## src/rtl/ahb_pkg.sv

```systemverilog
// Shared AHB-Lite encodings, error-sequence state type and the command legality check.
// Latency: none (types, constants and a pure function only).
// Backpressure: not applicable.
package ahb_pkg;

  localparam logic [1:0] HTRANS_IDLE   = 2'b00;
  localparam logic [1:0] HTRANS_NONSEQ = 2'b10;

  localparam logic [2:0] HSIZE_BYTE = 3'd0;
  localparam logic [2:0] HSIZE_HALF = 3'd1;
  localparam logic [2:0] HSIZE_WORD = 3'd2;

  localparam logic HRESP_OKAY  = 1'b0;
  localparam logic HRESP_ERROR = 1'b1;

  // ERR_HOLD marks the second cycle of a two-cycle ERROR response.
  typedef enum logic {
    ERR_NONE = 1'b0,
    ERR_HOLD = 1'b1
  } err_state_e;

  // True when a command must be rejected without touching the bus:
  // unsupported size, or an address not aligned to the transfer size.
  function automatic logic cmd_illegal(input logic [2:0] size, input logic [1:0] addr_lo);
    logic bad;
    bad = 1'b1;
    case (size)
      HSIZE_BYTE: bad = 1'b0;
      HSIZE_HALF: bad = addr_lo[0];
      HSIZE_WORD: bad = (addr_lo != 2'b00);
      default:    bad = 1'b1;
    endcase
    return bad;
  endfunction

endpackage

```

## src/rtl/ahb_master_ctrl_if.sv

```systemverilog
// Command, response and AHB-Lite bus signals of the initiator, bundled for port use.
// Latency: none (wires only).
// Backpressure: cmd_valid/cmd_ready on the command side, hready on the bus side.
interface ahb_master_ctrl_if #(
  parameter int ADDR_W = 32,
  parameter int DATA_W = 32
);
  logic              cmd_valid;
  logic              cmd_ready;
  logic              cmd_write;
  logic [ADDR_W-1:0] cmd_addr;
  logic [2:0]        cmd_size;
  logic              cmd_signed;
  logic [DATA_W-1:0] cmd_wdata;

  logic              rsp_valid;
  logic [DATA_W-1:0] rsp_rdata;
  logic              rsp_err;

  logic [ADDR_W-1:0] haddr;
  logic [1:0]        htrans;
  logic              hwrite;
  logic [2:0]        hsize;
  logic [3:0]        hprot;
  logic [DATA_W-1:0] hwdata;
  logic [DATA_W-1:0] hrdata;
  logic              hready;
  logic              hresp;

  modport master (
    input  cmd_valid, cmd_write, cmd_addr, cmd_size, cmd_signed, cmd_wdata,
    input  hrdata, hready, hresp,
    output cmd_ready, rsp_valid, rsp_rdata, rsp_err,
    output haddr, htrans, hwrite, hsize, hprot, hwdata
  );

  modport slave (
    output cmd_valid, cmd_write, cmd_addr, cmd_size, cmd_signed, cmd_wdata,
    output hrdata, hready, hresp,
    input  cmd_ready, rsp_valid, rsp_rdata, rsp_err,
    input  haddr, htrans, hwrite, hsize, hprot, hwdata
  );
endinterface

```

## src/rtl/ahb_lane_fmt.sv

```systemverilog
// Byte-lane formatting: store replication onto hwdata and load lane extract with sign/zero extend.
// Latency: purely combinational.
// Backpressure: none; follows whatever the pipeline registers present.
module ahb_lane_fmt
  import ahb_pkg::*;
(
  input  logic [31:0] st_data,
  input  logic [2:0]  st_size,
  output logic [31:0] st_lanes,
  input  logic [31:0] ld_data,
  input  logic [1:0]  ld_addr,
  input  logic [2:0]  ld_size,
  input  logic        ld_signed,
  output logic [31:0] ld_ext
);

  logic [7:0]  byte_v;
  logic [15:0] half_v;

  // Store: replicate right-justified data onto every lane so any slave lane mux sees it.
  always_comb begin
    st_lanes = st_data;
    case (st_size)
      HSIZE_BYTE: st_lanes = {4{st_data[7:0]}};
      HSIZE_HALF: st_lanes = {2{st_data[15:0]}};
      default:    st_lanes = st_data;
    endcase
  end

  // Load: pick the little-endian lane addressed by the low address bits, then extend.
  always_comb begin
    byte_v = ld_data[7:0];
    case (ld_addr)
      2'd0: byte_v = ld_data[7:0];
      2'd1: byte_v = ld_data[15:8];
      2'd2: byte_v = ld_data[23:16];
      2'd3: byte_v = ld_data[31:24];
      default: byte_v = ld_data[7:0];
    endcase
    half_v = ld_addr[1] ? ld_data[31:16] : ld_data[15:0];
    ld_ext = ld_data;
    case (ld_size)
      HSIZE_BYTE: ld_ext = {{24{ld_signed & byte_v[7]}}, byte_v};
      HSIZE_HALF: ld_ext = {{16{ld_signed & half_v[15]}}, half_v};
      default:    ld_ext = ld_data;
    endcase
  end

endmodule

```

## src/rtl/ahb_master_ctrl.sv

```systemverilog
// AHB-Lite initiator: turns a valid/ready command stream into pipelined single NONSEQ transfers.
// Latency: accept at edge N -> NONSEQ in N+1 -> data phase N+2 -> rsp_valid in N+3 (zero waits).
// Backpressure: cmd_ready drops while the address phase is stalled by hready, during error recovery, and for illegal commands until the pipe drains.
module ahb_master_ctrl
  import ahb_pkg::*;
#(
  parameter int         ADDR_W    = 32,
  parameter int         DATA_W    = 32,
  parameter logic [3:0] HPROT_DEF = 4'b0011
) (
  input logic               hclk,
  input logic               hresetn,
  ahb_master_ctrl_if.master bus
);

  typedef struct packed {
    logic              vld;
    logic              write;
    logic [ADDR_W-1:0] addr;
    logic [2:0]        size;
    logic              sgn;
    logic [DATA_W-1:0] wdata;
  } cmd_t;

  // ap: address phase (drives the bus), dp: data phase, rp: replay slot after ERROR.
  cmd_t ap_q, ap_d, dp_q, dp_d, rp_q, rp_d;
  cmd_t new_cmd;
  err_state_e err_q, err_d;

  logic              rsp_valid_q, rsp_valid_d;
  logic              rsp_err_q, rsp_err_d;
  logic [DATA_W-1:0] rsp_rdata_q, rsp_rdata_d;

  logic cmd_bad, ready_base, cmd_ready, accept_bus, accept_bad, err_first;
  logic [31:0] st_lanes, ld_ext;

  ahb_lane_fmt u_lane_fmt (
    .st_data  (dp_q.wdata),
    .st_size  (dp_q.size),
    .st_lanes (st_lanes),
    .ld_data  (bus.hrdata),
    .ld_addr  (dp_q.addr[1:0]),
    .ld_size  (dp_q.size),
    .ld_signed(dp_q.sgn),
    .ld_ext   (ld_ext)
  );

  // Command acceptance: illegal commands wait for an empty pipe so their response stays in order.
  always_comb begin
    new_cmd    = '{vld: 1'b1, write: bus.cmd_write, addr: bus.cmd_addr,
                   size: bus.cmd_size, sgn: bus.cmd_signed, wdata: bus.cmd_wdata};
    cmd_bad    = cmd_illegal(bus.cmd_size, bus.cmd_addr[1:0]);
    ready_base = (!ap_q.vld || bus.hready) && !rp_q.vld && (err_q == ERR_NONE);
    cmd_ready  = ready_base && (!cmd_bad || (!ap_q.vld && !dp_q.vld));
    accept_bus = bus.cmd_valid && cmd_ready && !cmd_bad;
    accept_bad = bus.cmd_valid && cmd_ready && cmd_bad;
    // First ERROR cycle: the slave flags ERROR while still holding hready low.
    err_first  = dp_q.vld && bus.hresp && !bus.hready && (err_q == ERR_NONE);
  end

  // Pipeline advance and error-recovery next state.
  always_comb begin
    ap_d  = ap_q;
    dp_d  = dp_q;
    rp_d  = rp_q;
    err_d = err_q;
    if (err_first) begin
      // Cancel the pending address phase; it is parked and reissued unchanged later.
      err_d = ERR_HOLD;
      rp_d  = ap_q.vld ? ap_q : (accept_bus ? new_cmd : '0);
      ap_d  = '0;
    end else if (bus.hready) begin
      err_d = ERR_NONE;
      dp_d  = ap_q;
      if (rp_q.vld) begin
        ap_d = rp_q;
        rp_d = '0;
      end else if (accept_bus) begin
        ap_d = new_cmd;
      end else begin
        ap_d = '0;
      end
    end else if (accept_bus) begin
      ap_d = new_cmd;
    end
  end

  // Response: data phase completion, or immediate error for a rejected command.
  always_comb begin
    rsp_valid_d = 1'b0;
    rsp_err_d   = 1'b0;
    rsp_rdata_d = '0;
    if (dp_q.vld && bus.hready) begin
      rsp_valid_d = 1'b1;
      rsp_err_d   = (bus.hresp == HRESP_ERROR);
      if (!dp_q.write && (bus.hresp == HRESP_OKAY)) rsp_rdata_d = ld_ext;
    end else if (accept_bad) begin
      rsp_valid_d = 1'b1;
      rsp_err_d   = 1'b1;
    end
  end

  // Error-sequence state register.
  always_ff @(posedge hclk or negedge hresetn) begin
    if (!hresetn) err_q <= ERR_NONE;
    else          err_q <= err_d;
  end

  // Pipeline and response registers; reset drops all in-flight commands.
  always_ff @(posedge hclk or negedge hresetn) begin
    if (!hresetn) begin
      ap_q        <= '0;
      dp_q        <= '0;
      rp_q        <= '0;
      rsp_valid_q <= 1'b0;
      rsp_err_q   <= 1'b0;
      rsp_rdata_q <= '0;
    end else begin
      ap_q        <= ap_d;
      dp_q        <= dp_d;
      rp_q        <= rp_d;
      rsp_valid_q <= rsp_valid_d;
      rsp_err_q   <= rsp_err_d;
      rsp_rdata_q <= rsp_rdata_d;
    end
  end

  assign bus.cmd_ready = cmd_ready;
  assign bus.rsp_valid = rsp_valid_q;
  assign bus.rsp_err   = rsp_err_q;
  assign bus.rsp_rdata = rsp_rdata_q;
  assign bus.htrans    = ap_q.vld ? HTRANS_NONSEQ : HTRANS_IDLE;
  assign bus.haddr     = ap_q.addr;
  assign bus.hwrite    = ap_q.write;
  assign bus.hsize     = ap_q.size;
  assign bus.hprot     = ap_q.vld ? HPROT_DEF : 4'b0000;
  assign bus.hwdata    = (dp_q.vld && dp_q.write) ? st_lanes : '0;

endmodule

```

## src/flat_wrapper.sv

```systemverilog
// flat-port wrapper written by rule: the top's interface ports become plain ports
module ahb_master_ctrl_flat import ahb_pkg::*;
#(
  parameter int         ADDR_W    = 32,
  parameter int         DATA_W    = 32,
  parameter logic [3:0] HPROT_DEF = 4'b0011
)
  (hclk, hresetn, bus_cmd_valid, bus_cmd_write, bus_cmd_addr, bus_cmd_size, bus_cmd_signed, bus_cmd_wdata, bus_hrdata, bus_hready, bus_hresp, bus_cmd_ready, bus_rsp_valid, bus_rsp_rdata, bus_rsp_err, bus_haddr, bus_htrans, bus_hwrite, bus_hsize, bus_hprot, bus_hwdata);
  ahb_master_ctrl_if #(.ADDR_W(ADDR_W), .DATA_W(DATA_W)) bus_i ();
  input logic hclk;
  input logic hresetn;
  input wire logic [$bits(bus_i.cmd_valid)-1:0] bus_cmd_valid;
  input wire logic [$bits(bus_i.cmd_write)-1:0] bus_cmd_write;
  input wire logic [$bits(bus_i.cmd_addr)-1:0] bus_cmd_addr;
  input wire logic [$bits(bus_i.cmd_size)-1:0] bus_cmd_size;
  input wire logic [$bits(bus_i.cmd_signed)-1:0] bus_cmd_signed;
  input wire logic [$bits(bus_i.cmd_wdata)-1:0] bus_cmd_wdata;
  input wire logic [$bits(bus_i.hrdata)-1:0] bus_hrdata;
  input wire logic [$bits(bus_i.hready)-1:0] bus_hready;
  input wire logic [$bits(bus_i.hresp)-1:0] bus_hresp;
  output wire logic [$bits(bus_i.cmd_ready)-1:0] bus_cmd_ready;
  output wire logic [$bits(bus_i.rsp_valid)-1:0] bus_rsp_valid;
  output wire logic [$bits(bus_i.rsp_rdata)-1:0] bus_rsp_rdata;
  output wire logic [$bits(bus_i.rsp_err)-1:0] bus_rsp_err;
  output wire logic [$bits(bus_i.haddr)-1:0] bus_haddr;
  output wire logic [$bits(bus_i.htrans)-1:0] bus_htrans;
  output wire logic [$bits(bus_i.hwrite)-1:0] bus_hwrite;
  output wire logic [$bits(bus_i.hsize)-1:0] bus_hsize;
  output wire logic [$bits(bus_i.hprot)-1:0] bus_hprot;
  output wire logic [$bits(bus_i.hwdata)-1:0] bus_hwdata;
  assign bus_i.cmd_valid = bus_cmd_valid;
  assign bus_i.cmd_write = bus_cmd_write;
  assign bus_i.cmd_addr = bus_cmd_addr;
  assign bus_i.cmd_size = bus_cmd_size;
  assign bus_i.cmd_signed = bus_cmd_signed;
  assign bus_i.cmd_wdata = bus_cmd_wdata;
  assign bus_i.hrdata = bus_hrdata;
  assign bus_i.hready = bus_hready;
  assign bus_i.hresp = bus_hresp;
  assign bus_cmd_ready = bus_i.cmd_ready;
  assign bus_rsp_valid = bus_i.rsp_valid;
  assign bus_rsp_rdata = bus_i.rsp_rdata;
  assign bus_rsp_err = bus_i.rsp_err;
  assign bus_haddr = bus_i.haddr;
  assign bus_htrans = bus_i.htrans;
  assign bus_hwrite = bus_i.hwrite;
  assign bus_hsize = bus_i.hsize;
  assign bus_hprot = bus_i.hprot;
  assign bus_hwdata = bus_i.hwdata;
  ahb_master_ctrl #(.ADDR_W(ADDR_W), .DATA_W(DATA_W), .HPROT_DEF(HPROT_DEF)) u_core (.hclk(hclk), .hresetn(hresetn), .bus(bus_i));
endmodule
```

## config.mk

```make
export PLATFORM = sky130hd
export DESIGN_NAME = ahb_master_ctrl_flat
export DESIGN_NICKNAME = d
export VERILOG_FILES = /design/src/rtl/ahb_pkg.sv /design/src/rtl/ahb_master_ctrl_if.sv /design/src/rtl/ahb_lane_fmt.sv /design/src/rtl/ahb_master_ctrl.sv /design/src/flat_wrapper.sv
export SDC_FILE = /design/constraint.sdc
export NUM_CORES = 1
export LEC_CHECK = 0
export ABC_CLOCK_PERIOD_IN_PS = 2400
export CAP_MARGIN = 20
export CORE_MARGIN = 2
export CORE_UTILIZATION = 40
export DETAILED_ROUTE_END_ITERATION = 8
export PLACE_DENSITY_LB_ADDON = 0.3
export SETUP_SLACK_MARGIN = 0.05
export SYNTH_ARGS = -nofsm -noshare
export SYNTH_HDL_FRONTEND = slang
export SYNTH_SLANG_ARGS = --single-unit
export TNS_END_PERCENT = 10
```

## constraint.sdc

```tcl
create_clock -name hclk -period 2.4 [get_ports hclk]
set_clock_uncertainty 0.15 [all_clocks]
set_input_delay 0.48 -clock hclk [delete_from_list [all_inputs] [get_ports hclk]]
set_output_delay 0.48 -clock hclk [all_outputs]
set_load 0.01 [all_outputs]
```

Yosys cells after proc, flatten, opt, wreduce, memory -nomap -nowiden. Index checks and enable logic that the tools add are counted.

Register bits after elaboration: 215. Input bits: 106. Word-level logic and storage cells: 87.

Equality and inequality tests: 6. Muxes and demuxes: 24. Bitwise operators: 5. Reductions and logical operators: 30.

Operator list (count): 70-bit 2-to-1 mux (8); 32-bit case mux with 2 select lines (2); 32-bit 2-to-1 mux (3); 69-bit 2-to-1 mux (1); 8-bit case mux with 4 select lines (1); 16-bit 2-to-1 mux (1); 1-bit logical AND (13); 3-bit by 1-bit equality test with 1-bit output, second input constant (2); 1-bit zero test (6); 3-bit zero test (2); 2-bit nonzero test (3); 1-bit 2-to-1 mux (5); 2-bit equality test, second input constant (2); 2-bit 2-to-1 mux (2); 2-bit AND reduction (2); 3-bit by 2-bit equality test with 1-bit output, second input constant (1); 1-bit NOT (3); 1-bit case mux with 3 select lines (1); 3-bit nonzero test (1); 1-bit bitwise AND (2); 2-bit by 1-bit equality test with 1-bit output, second input constant (1); 2-bit zero test (1); 1-bit logical OR (2).

Depth between registers and ports, before layout. Gate-level depths: netlist (run 1).

Word-level depth: 11. Mapped depth: 8. Depth with buffers taken out: 4.

Modules after synthesis. Synthesis (run 1) repeated with hierarchy kept, for this count alone.

Cells, all modules: 1143. Area, all modules: 10812.9 µm².

Modules (own cells, without submodules): ahb_master_ctrl (instances 1, cells each 1003, area each 9793.1 µm²); ahb_lane_fmt (instances 1, cells each 140, area each 1019.7 µm²).

Least setup slack after synthesis (run 1). OpenSTA, ideal clock, no wires.

Kind: register to output. Start: register u_core.dp_q[33] in the netlist's numbering. End: output port bus_hwdata[27]. Arrival: 1475 ps. Required time: 1770 ps. Path slack: 295 ps. Cell stages (with the launch flop): 5. Path buffers: 2. Path through: dfrtp_1 -> clkbuf_1 -> buf_1 -> mux2i_1 -> a211oi_1.

Cells in the longest elaborated chain, start to end: 3. Elaborated cells between the ends (all ways): 4. Those cells by class: eq/ne (1); mux (2); reduce/logical (1).

Ends and longest elaborated chain: from (decl) (line ahb_master_ctrl.sv:26) `cmd_t ap_q, ap_d, dp_q, dp_d, rp_q, rp_d;`; from (signal assigned) (line ahb_master_ctrl.sv:120) `dp_q <= dp_d;`; 3-bit by 1-bit equality test with 1-bit output or 3-bit zero test (tied branches) (line ahb_lane_fmt.sv:23) `case (st_size)`; 32-bit case mux with 2 select lines (*) (line ahb_lane_fmt.sv:23); 32-bit 2-to-1 mux (*) (line ahb_master_ctrl.sv:137) `assign bus.hwdata = (dp_q.vld && dp_q.write) ? st_lanes : '0;`; to (decl) (line flat_wrapper.sv:30) `output wire logic [$bits(bus_i.hwdata)-1:0] bus_hwdata;`.

Mark *: on every way between the ends. The rest lies on a longest branch, timed or not.

Final worst setup path (run 1).
Start: register u_core.dp_q[34] in the netlist's numbering. End: output port bus_hwdata[9].

The elaborated chain is that of the path after synthesis.

==> results.json, run 1 <==
{
  "status": "finished with violations",
  "violations": "setup timing",
  "synth_top_area_share": 0.536,
  "setup_slack_ns": -0.0710,
  "worst_ep_required_time_ns": 1.77,
  "cts_root_buf": "clkbuf_16",
  "first_global_vias": 8047,
  "dr.pass1.iters": 6,
  "overflow": 0,
  "layout_common_cells": "dfrtp_1, clkdlybuf4s50_1, and3_1, a22o_1, a21o_1",
  "cp.arrival_ns": 1.84,
  "avgSynthCellArea_sq_um": 11.6,
  "netlist_instances": 868,
  "ir_worst_vdd_mv": 0.479,
  "die_area_sq_um": 26400,
  "gp_congestion": 0.841,
  "cts.clk_slew.worst_paths_ns": 0.06,
  "drive_gt1_frac": 0.221,
  "yosysUniqueCellTypes": 41,
  "leakagePower_nw": 6.79,
  "fp.dieH_microns": 162,
  "crit_chain": "or2_4 -> nor2_4 -> buf_6 -> nand2_2 -> a21oi_2 -> buf_4",
  "layout_commonest_cell": "dfrtp_1",
  "wirelength_mm": 30.1,
  "core_area_sq_um": 24500,
  "regArea_sq_um": 5380,
  "grt-busiest-layer": "met2",
  "cpPeakStageDelay_ns": 0.43,
  "crit_type": "reg -> out",
  "synth.cell_area_sq_um": 10000,
  "hold_violations": 0,
  "drc_errors": 0,
  "ant_nets": 0,
  "grt_max_degree": 85,
  "tightest_slew_ns": 0.511,
  "grtUsageMet1": 0.327,
  "wl_per_cell_microns": 21.6,
  "tritoncts_num_sinks": 215,
  "antenna_found_initial": 2,
  "timing.hold.ws_ns": 0.308,
  "fillerInstances": 2140,
  "io_pins": 215,
  "start_kind": "flop",
  "drv_cap": 0,
  "gr-usage-met3": 0.0435,
  "cts_buffer_depth": 3,
  "via_count": 8083,
  "ys_top_cells_by_area": "dfrtp_1, a221o_1, mux2_2",
  "layout.nets": 1160,
  "clock.fmax_ghz": 0.405,
  "dr.first_iter.drc_count": 709,
  "clock_latency_ns": 0.52,
  "hpwl_mm": 19.6,
  "cts_htree_levels": 1,
  "die_w_microns": 162,
  "crit_path_top_delay_cell": "dfrtp_1",
  "grt_pass1_wl_mm": 46.9,
  "setup_viol": 13,
  "period_needed_ns": 2.47,
  "final.period_utilization": 1.03,
  "io_buffers": 211,
  "cts_buffers": 24,
  "min-delay-path-class": "in -> reg",
  "syn_to_final_growth_pct": 33.1,
  "fp-row-count": 57,
  "p_per_area_nw_per_um2": 711,
  "critPathCaptureType": "primary output",
  "slew_headroom": 0.659,
  "multi_input_area_sq_um": 4110,
  "tritoncts": "done",
  "slew_viol_final": 0,
  "vias_per_cell": 5.79,
  "ys_ff_latch": 215,
  "final_area_sq_um": 13400,
  "final.setup.tns_ns": -0.580,
  "start_util": 0.411,
  "seq_area_frac_synth": 0.536,
  "yosysWarnings": 0,
  "grtUsageMet2": 0.347,
  "dp_slack_ns": -0.495,
  "cp_max_fo": 8,
  "synth_top_area_cell": "dfrtp_1",
  "placed_area_sq_um": 12600,
  "rsz0062_at_grt": "yes",
  "total_power_mw": 9.50,
  "gr-usage-all-layers": 0.225
}
-- worst paths after layout --
| kind | start | endpoint | slack [ns] | cells past startpoint |
|---|---|---|---|---|
| max | u_core.dp_q[34] | bus_hwdata[9] | -0.07 | 6 |
| min | bus_hready | u_core.ap_q[69] | 0.31 | 3 |
| max reg2reg | u_core.rp_q[69] | u_core.bus.haddr[13] | 0.17 | 5 |
| min reg2reg | u_core.dp_q[18] | u_core.dp_q[18] | 0.36 | 1 |
| max in group asynchronous | hresetn | u_core.bus.haddr[7] | 1.03 | 3 |
| min in group asynchronous | hresetn | u_core.dp_q[14] | 0.35 | 2 |
-- synthesized netlist by cell type --
cell type / count
nand3b_1: 1
o21a_1: 2
o22ai_1: 1
nand3_1: 1
o41ai_1: 1
nor2_1: 40
o21ai_0: 16
and4_1: 1
buf_1: 2
nor2b_1: 2
buf_4: 42
a21oi_4: 1
a22o_1: 69
a32o_1: 1
a211oi_2: 1
nor3_1: 2
mux4_2: 1
buf_6: 6
mux2_2: 56
clkbuf_1: 52
or3_4: 1
a221o_1: 68
nand2b_1: 1
or2_2: 3
a21boi_0: 1
a21oi_1: 43
nand2_1: 39
o21ai_2: 1
a31oi_1: 1
conb_1: 1
or3b_2: 1
and2_1: 3
and4bb_4: 1
buf_2: 19
a211oi_1: 9
mux2i_1: 15
a21oi_2: 1
and3_1: 77
a21o_1: 69
dfrtp_1: 215
or3_1: 1
-- what timing repair did --
item	4_1_cts	5_1_grt
gates cloned	1	0
setup endpoints to repair	33	32
pin swaps	9	11
resized for setup	138	36
hold buffers	1	0
setup buffers	1	1
endpoints found under the hold margin	57	0
-- where the power goes --
part | switching [mW] | leakage [nW] | internal [mW] | total, mW
clock | 1.48 | 0.384 | 2.11 | 3.60
sequential | 0.236 | 2.96 | 3.93 | 4.17
combinational | 0.857 | 3.45 | 0.882 | 1.74
-- stage by stage --
stage / std cells / util
2_1_floorplan: 870 / -
3_3_place_gp: 1348 / 0.513
3_5_place_dp: 1348 / 0.513
4_1_cts: 1393 / 0.544
5_1_grt: 1396 / 0.546
6_report: 1397 / 0.547
-- state kept, by name, summed over array words and instances, names as in the netlist --
name / flops
u_core.rp_q: 70
u_core.ap_q: 34
u_core.bus.hwrite: 1
u_core.bus.hsize: 3
u_core.bus.haddr: 32
u_core.dp_q: 40
u_core.bus.rsp_err: 1
u_core.bus.rsp_valid: 1
u_core.err_q: 1
u_core.bus.rsp_rdata: 32
-- per-layer routing --
| layer | vias to the layer above | share of wire |
|---|---|---|
| met4 | 0 | 0.019 |
| met3 | 36 | 0.078 |
| met1 | 4087 | 0.45 |
| li1 | 3585 | - |
| met2 | 375 | 0.45 |
| met5 | - | 0 |
-- kinds of logic after synthesis --
logic type | after synthesis | synth area share
AOI/OAI and AO/OA | 285 | 0.226
DFF | 215 | 0.536
and+or+nand+nor | 174 | 0.0905
buffers and inverters | 121 | 0.0678
muxes | 72 | 0.0800
other | 1 | 0.000373
-- cell type report --
class	count	area share
Clock buffer	37	0.0554
Antenna cell	3	0.000561
Sequential cell	215	0.403
Clock inverter	5	0.00215
Tap cell	324	0.0303
Multi-Input combinational cell	534	0.308
Timing Repair Buffer	279	0.201
-- critical path: cells and delay by family, from the launching register on --
family / cells / cell delay [ns]
buffers and inverters: 2 / 0.28
flip-flops: 1 / 0.43
AO/OA/AOI/OAI: 1 / 0.15
AND/OR/NAND/NOR: 3 / 0.47
No activity file was read; power rests on OpenSTA's default activity.
==> inputs of run 2 (changes only) <==
CORE_MARGIN = 3   (was 2)
==> run 2 against run 1 <==
The flow still finishes with violations (setup timing); cell area is 0.15% higher; register-to-register slack got worse by 0.03 ns; first-iteration DRC count decreased by 0.99%; cell count decreased by 0.14%; hold slack got worse by 0.24 ns; via count fell by 1.4%; largest cell class unchanged; highest routed layer unchanged.
==> results.json, run 2 (synthesized netlist as in run 1, its figures left out) <==
{
  "die_area_sq_um": 27000,
  "cts.clk_slew.worst_paths_ns": 0.06,
  "core_area_sq_um": 24500,
  "r2r_setup_slack_ns": 0.14,
  "r2r-end": "u_core.rp_q[22]",
  "grt_pass1_wl_mm": 46.0,
  "tritoncts_num_sinks": 215,
  "status": "finished with violations",
  "final_cells": 1395,
  "drv_cap": 0,
  "cts_root_buf": "clkbuf_16",
  "leakagePower_nw": 6.82,
  "vias_per_cell": 5.71,
  "io_pins": 215,
  "top_register": "u_core.rp_q",
  "slew_viol_final": 0,
  "min_from": "bus_hready",
  "violations": "setup timing",
  "crit_path_top_delay_cell": "dfrtp_1",
  "fp.dieH_microns": 164,
  "layout_commonest_cell": "dfrtp_1",
  "largest_register_ffs": 70,
  "final.period_utilization": 1.03,
  "place.detailed.instances": 1349,
  "cpPeakStageDelay_ns": 0.40,
  "crit_type": "reg -> out",
  "dr.first_iter.drc_count": 702,
  "clock.fmax_ghz": 0.403,
  "start_util": 0.411,
  "worst_ep_required_time_ns": 1.77,
  "dr.pass1.iters": 5,
  "clock_latency_ns": 0.52,
  "cts_htree_levels": 1,
  "layout.nets": 1160,
  "tritoncts": "done",
  "via_count": 7971,
  "layout_common_cells": "dfrtp_1, clkdlybuf4s50_1, and3_1, a22o_1, a21o_1",
  "whs_path_depth": 2,
  "drc_errors": 0,
  "tightest_slew_ns": 0.900,
  "rr_startpoint": "u_core.dp_q[69]",
  "rsz0062_at_grt": "yes",
  "hold_violations": 0,
  "slew_headroom": 0.400,
  "first_global_vias": 7988,
  "critPathCaptureType": "primary output",
  "worst_hold_path.endpoint": "u_core.rp_q[69]",
  "die_w_microns": 164,
  "cts_buffers": 25,
  "grt_max_degree": 82,
  "top_regs": "u_core.rp_q: 70 flops, u_core.dp_q: 40 flops, u_core.ap_q: 34 flops",
  "wl_per_cell_microns": 21.4,
  "start_kind": "flop",
  "ir_worst_vdd_mv": 0.463,
  "cp_max_fo": 22,
  "p_per_area_nw_per_um2": 707,
  "gp_congestion": 0.891,
  "cts_buffer_depth": 3,
  "drive_gt1_frac": 0.213,
  "hpwl_mm": 19.8,
  "overflow": 0,
  "rr_worst_depth": 6,
  "syn_to_final_growth_pct": 33.3,
  "setup_viol": 10,
  "fp-row-count": 57,
  "setup_slack_ns": -0.0833,
  "period_needed_ns": 2.48,
  "total_power_mw": 9.47,
  "n_antenna_cell": 0,
  "gr-usage-all-layers": 0.216,
  "ant_nets": 0,
  "utilization": 0.547,
  "crit_chain": "or2_4 -> buf_6 -> o21ai_0 -> a21oi_2 -> buf_2",
  "antenna_found_initial": 0,
  "min-delay-path-class": "in -> reg",
  "wirelength_mm": 29.9,
  "io_buffers": 211,
  "cp.arrival_ns": 1.85
}
[run 2: cell count changes in the layout (fill, tap and decap cells not counted), moves of 3 or more]
cell | previous run | this run
o21ai_0 | 9 | 12
nand2_1 | 38 | 35
clkbuf_2 | 7 | 0
diode_2 | 3 | 0
nand2_2 | 1 | 4
nor2_2 | 4 | 1
dlygate4sd2_1 | 3 | 9
nor2_1 | 34 | 38
[run 2: worst max path at each step]
stage,start,to,cells past startpoint
floorplan,u_core.dp_q[33],bus_hwdata[27],4
global placement,bus_cmd_size[0],bus_cmd_ready,6
detailed placement,bus_cmd_size[0],bus_cmd_ready,6
CTS,u_core.dp_q[35],bus_hwdata[23],6
global route,u_core.dp_q[34],bus_hwdata[15],6
finish,u_core.dp_q[34],bus_hwdata[14],5
[run 2: layout make-up]
cell class	instances	area, sq um
Tap cell	324	405
Clock buffer	39	748
Multi-Input combinational cell	534	4120
Sequential cell	215	5380
Fill cell	2090	11100
Clock inverter	5	32.5
Timing Repair Buffer	278	2700
[run 2: power by group]
| part | internal, mW | switching [mW] |
|---|---|---|
| clock | 2.13 | 1.46 |
| combinational | 0.870 | 0.852 |
| sequential | 3.93 | 0.228 |
| total | 6.93 | 2.54 |
[run 2: per-stage QoR]
stage               cell area (sq um)  setup WS, ns  hold WS [ns]  setup TNS, ns
global route                    13400        -0.144        0.0643          -1.32
floorplan                       10000         0.295        0.0344              0
finish                          13400       -0.0833        0.0729         -0.429
detailed placement              12600        -0.527         0.313         -26.82
CTS                             13300        -0.128        0.0471         -0.878
global placement                12600        -0.490         0.313         -22.43
[run 2: per-layer routing]
metal | vias to the layer above | part of all wire | GRT usage
li1 | 3575 | - | -
met1 | 4019 | 0.44 | 0.306
met2 | 347 | 0.45 | 0.339
met3 | 30 | 0.089 | 0.0512
met4 | 0 | 0.020 | 0.0488
met5 | - | 0 | 0
[run 2: what timing repair did]
item                                    CTS  global route
resized for setup                       121            27
endpoints found under the hold margin    58             0
buffers inserted                          1             0
endpoints found under the setup margin   33            25
hold buffers                              1             0
pin swaps                                14            11
cloned                                    0             0
[run 2: worst max-delay path: cells and delay by family (launching register included)]
kind / cells / cell delay (ns)
compound gates: 2 / 0.31
buf+inv: 2 / 0.32
flops: 1 / 0.40
simple gates: 1 / 0.29
==> inputs of run 3 (changes only) <==
ABC_CLOCK_PERIOD_IN_PS = 3100   (was 2400)
clock period = 3.1 ns   (was 2.4 ns; I/O delays follow)
==> run 3 against run 2 <==
The run now ends clean; via count about the same; cell count down 2.2%; global-route usage rose by 0.28 points; wire length increased by 0.69%; clock power shrank 19%; first-iteration DRC count rose by 8.4%.
==> results.json, run 3 (synthesized netlist as in run 1, its figures left out) <==
{
  "ant_nets": 0,
  "wl_per_cell_microns": 22.1,
  "grt_pass1_wl_mm": 46.8,
  "layout_common_cells": "dfrtp_1, clkdlybuf4s50_1, and3_1, a22o_1, a21o_1",
  "whs_path_depth": 1,
  "first_global_vias": 7956,
  "io_buffers": 211,
  "seq_power_share": 0.440,
  "total_power_mw": 7.39,
  "layout.nets": 1130,
  "start_kind": "flop",
  "pwr-share-comb": 0.167,
  "utilization": 0.538,
  "largest_register_ffs": 70,
  "r2r-end": "u_core.bus.hsize[1]",
  "slew_headroom": 0.551,
  "hold_violations": 0,
  "layout_commonest_cell": "dfrtp_1",
  "cts_htree_levels": 1,
  "placed_area_sq_um": 12300,
  "crit_path_top_delay_cell": "clkdlybuf4s50_1",
  "die_w_microns": 164,
  "clock.fmax_ghz": 0.331,
  "critPathCaptureType": "primary output",
  "cp_max_fo": 34,
  "fillerInstances": 2064,
  "grt_max_degree": 83,
  "cts.clk_slew.worst_paths_ns": 0.06,
  "dp_slack_ns": -0.0986,
  "setup_viol": 0,
  "crit_chain": "or2_2 -> buf_12 -> nand2_1 -> a21oi_1 -> clkdlybuf4s50_1",
  "worst_ep_required_time_ns": 2.33,
  "path_delay_family": "buffers and inverters",
  "r2r_setup_slack_ns": 0.65,
  "start_util": 0.411,
  "ir_worst_vdd_mv": 0.458,
  "final.period_utilization": 0.975,
  "fp-row-count": 57,
  "worst_hold_path.endpoint": "u_core.dp_q[19]",
  "crit_buf_inv": 2,
  "antenna_found_initial": 1,
  "drc_errors": 0,
  "vias_per_cell": 5.84,
  "drive_gt1_frac": 0.146,
  "tritoncts": "done",
  "drv_cap": 0,
  "status": "complete, no violations",
  "cts_buffers": 24,
  "p_int_mw": 5.46,
  "top_register": "u_core.rp_q",
  "period_needed_ns": 3.02,
  "gr-usage-all-layers": 0.218,
  "cts_buffer_depth": 3,
  "overflow": 0,
  "cts_root_buf": "clkbuf_16",
  "die_area_sq_um": 27000,
  "cp.arrival_ns": 2.25,
  "slew_viol_final": 0,
  "core_area_sq_um": 24500,
  "tritoncts_num_sinks": 215,
  "top_regs": "u_core.rp_q: 70 flops, u_core.dp_q: 40 flops, u_core.ap_q: 34 flops",
  "clock_latency_ns": 0.51,
  "rr_worst_depth": 5,
  "leakagePower_nw": 6.65,
  "syn_to_final_growth_pct": 30.9,
  "rr_startpoint": "u_core.rp_q[69]",
  "gp_congestion": 0.833,
  "setup_slack_ns": 0.0768,
  "post_cts_buffers": 0,
  "timing.hold.ws_ns": 0.359,
  "min-delay-path-class": "reg -> reg",
  "min_from": "u_core.dp_q[19]",
  "cpPeakStageDelay_ns": 0.59,
  "final_area_sq_um": 13100,
  "hpwl_mm": 19.3,
  "fp.dieH_microns": 164,
  "p_clk_frac": 0.393,
  "dr.first_iter.drc_count": 761,
  "p_per_area_nw_per_um2": 562,
  "io_pins": 215,
  "p_sw_mw": 1.93,
  "swShare": 0.261,
  "wirelength_mm": 30.1,
  "dr.pass1.iters": 5,
  "via_count": 7967,
  "rsz0062_at_grt": "yes",
  "tightest_slew_ns": 0.673,
  "crit_type": "reg -> out"
}
run 3: worst max path at each step:
stage                     from              to  cells after the start
5_1_grt        u_core.dp_q[34]  bus_hwdata[23]                      5
4_1_cts        u_core.dp_q[34]  bus_hwdata[29]                      4
6_report       u_core.dp_q[34]  bus_hwdata[22]                      5
3_3_place_gp   bus_cmd_size[0]   bus_cmd_ready                      6
3_5_place_dp   bus_cmd_size[0]   bus_cmd_ready                      6
2_1_floorplan  bus_cmd_size[0]   bus_cmd_ready                      4
run 3: routing by layer:
metal	vias up	routed length, microns	track usage
met4	0	777	0.0587
met2	385	13400	0.327
met1	4017	13300	0.321
met3	47	2650	0.0507
met5	-	0	0
li1	3518	-	-
run 3: power by group through the flow:
| stage | registers (mW) | logic [mW] | clock network [mW] |
|---|---|---|---|
| after floorplan | 3.21 | 0.725 | 0 |
| after global placement | 3.28 | 1.21 | 0 |
| after detailed placement | 3.29 | 1.22 | 0 |
| after CTS | 3.25 | 1.23 | 2.96 |
| after global routing | 3.28 | 1.33 | 3.09 |
| final | 3.25 | 1.23 | 2.90 |
run 3: metrics by stage:
stage,TNS (ns),instances
final,0,1365
after global routing,0,1365
after CTS,-0.00392,1364
after detailed placement,-0.0986,1321
after global placement,-0.0693,1321
after floorplan,0,870
run 3: layout make-up:
type / count / area (sq um) / share of cell area
Clock inverter: 7 / 110 / 0.00837
Antenna cell: 1 / 2.50 / 0.000190
Timing Repair Buffer: 249 / 2520 / 0.192
Tap cell: 324 / 405 / 0.0308
Sequential cell: 215 / 5380 / 0.409
Clock buffer: 35 / 693 / 0.0527
Multi-Input combinational cell: 534 / 4040 / 0.307
run 3: repair_timing:
| item | in CTS | in global routing |
|---|---|---|
| resized for setup | 13 | 11 |
| hold endpoints to repair | 50 | 0 |
| hold buffers | 1 | 0 |
| endpoints found under the setup margin | 23 | 16 |
| pin swaps | 0 | 1 |
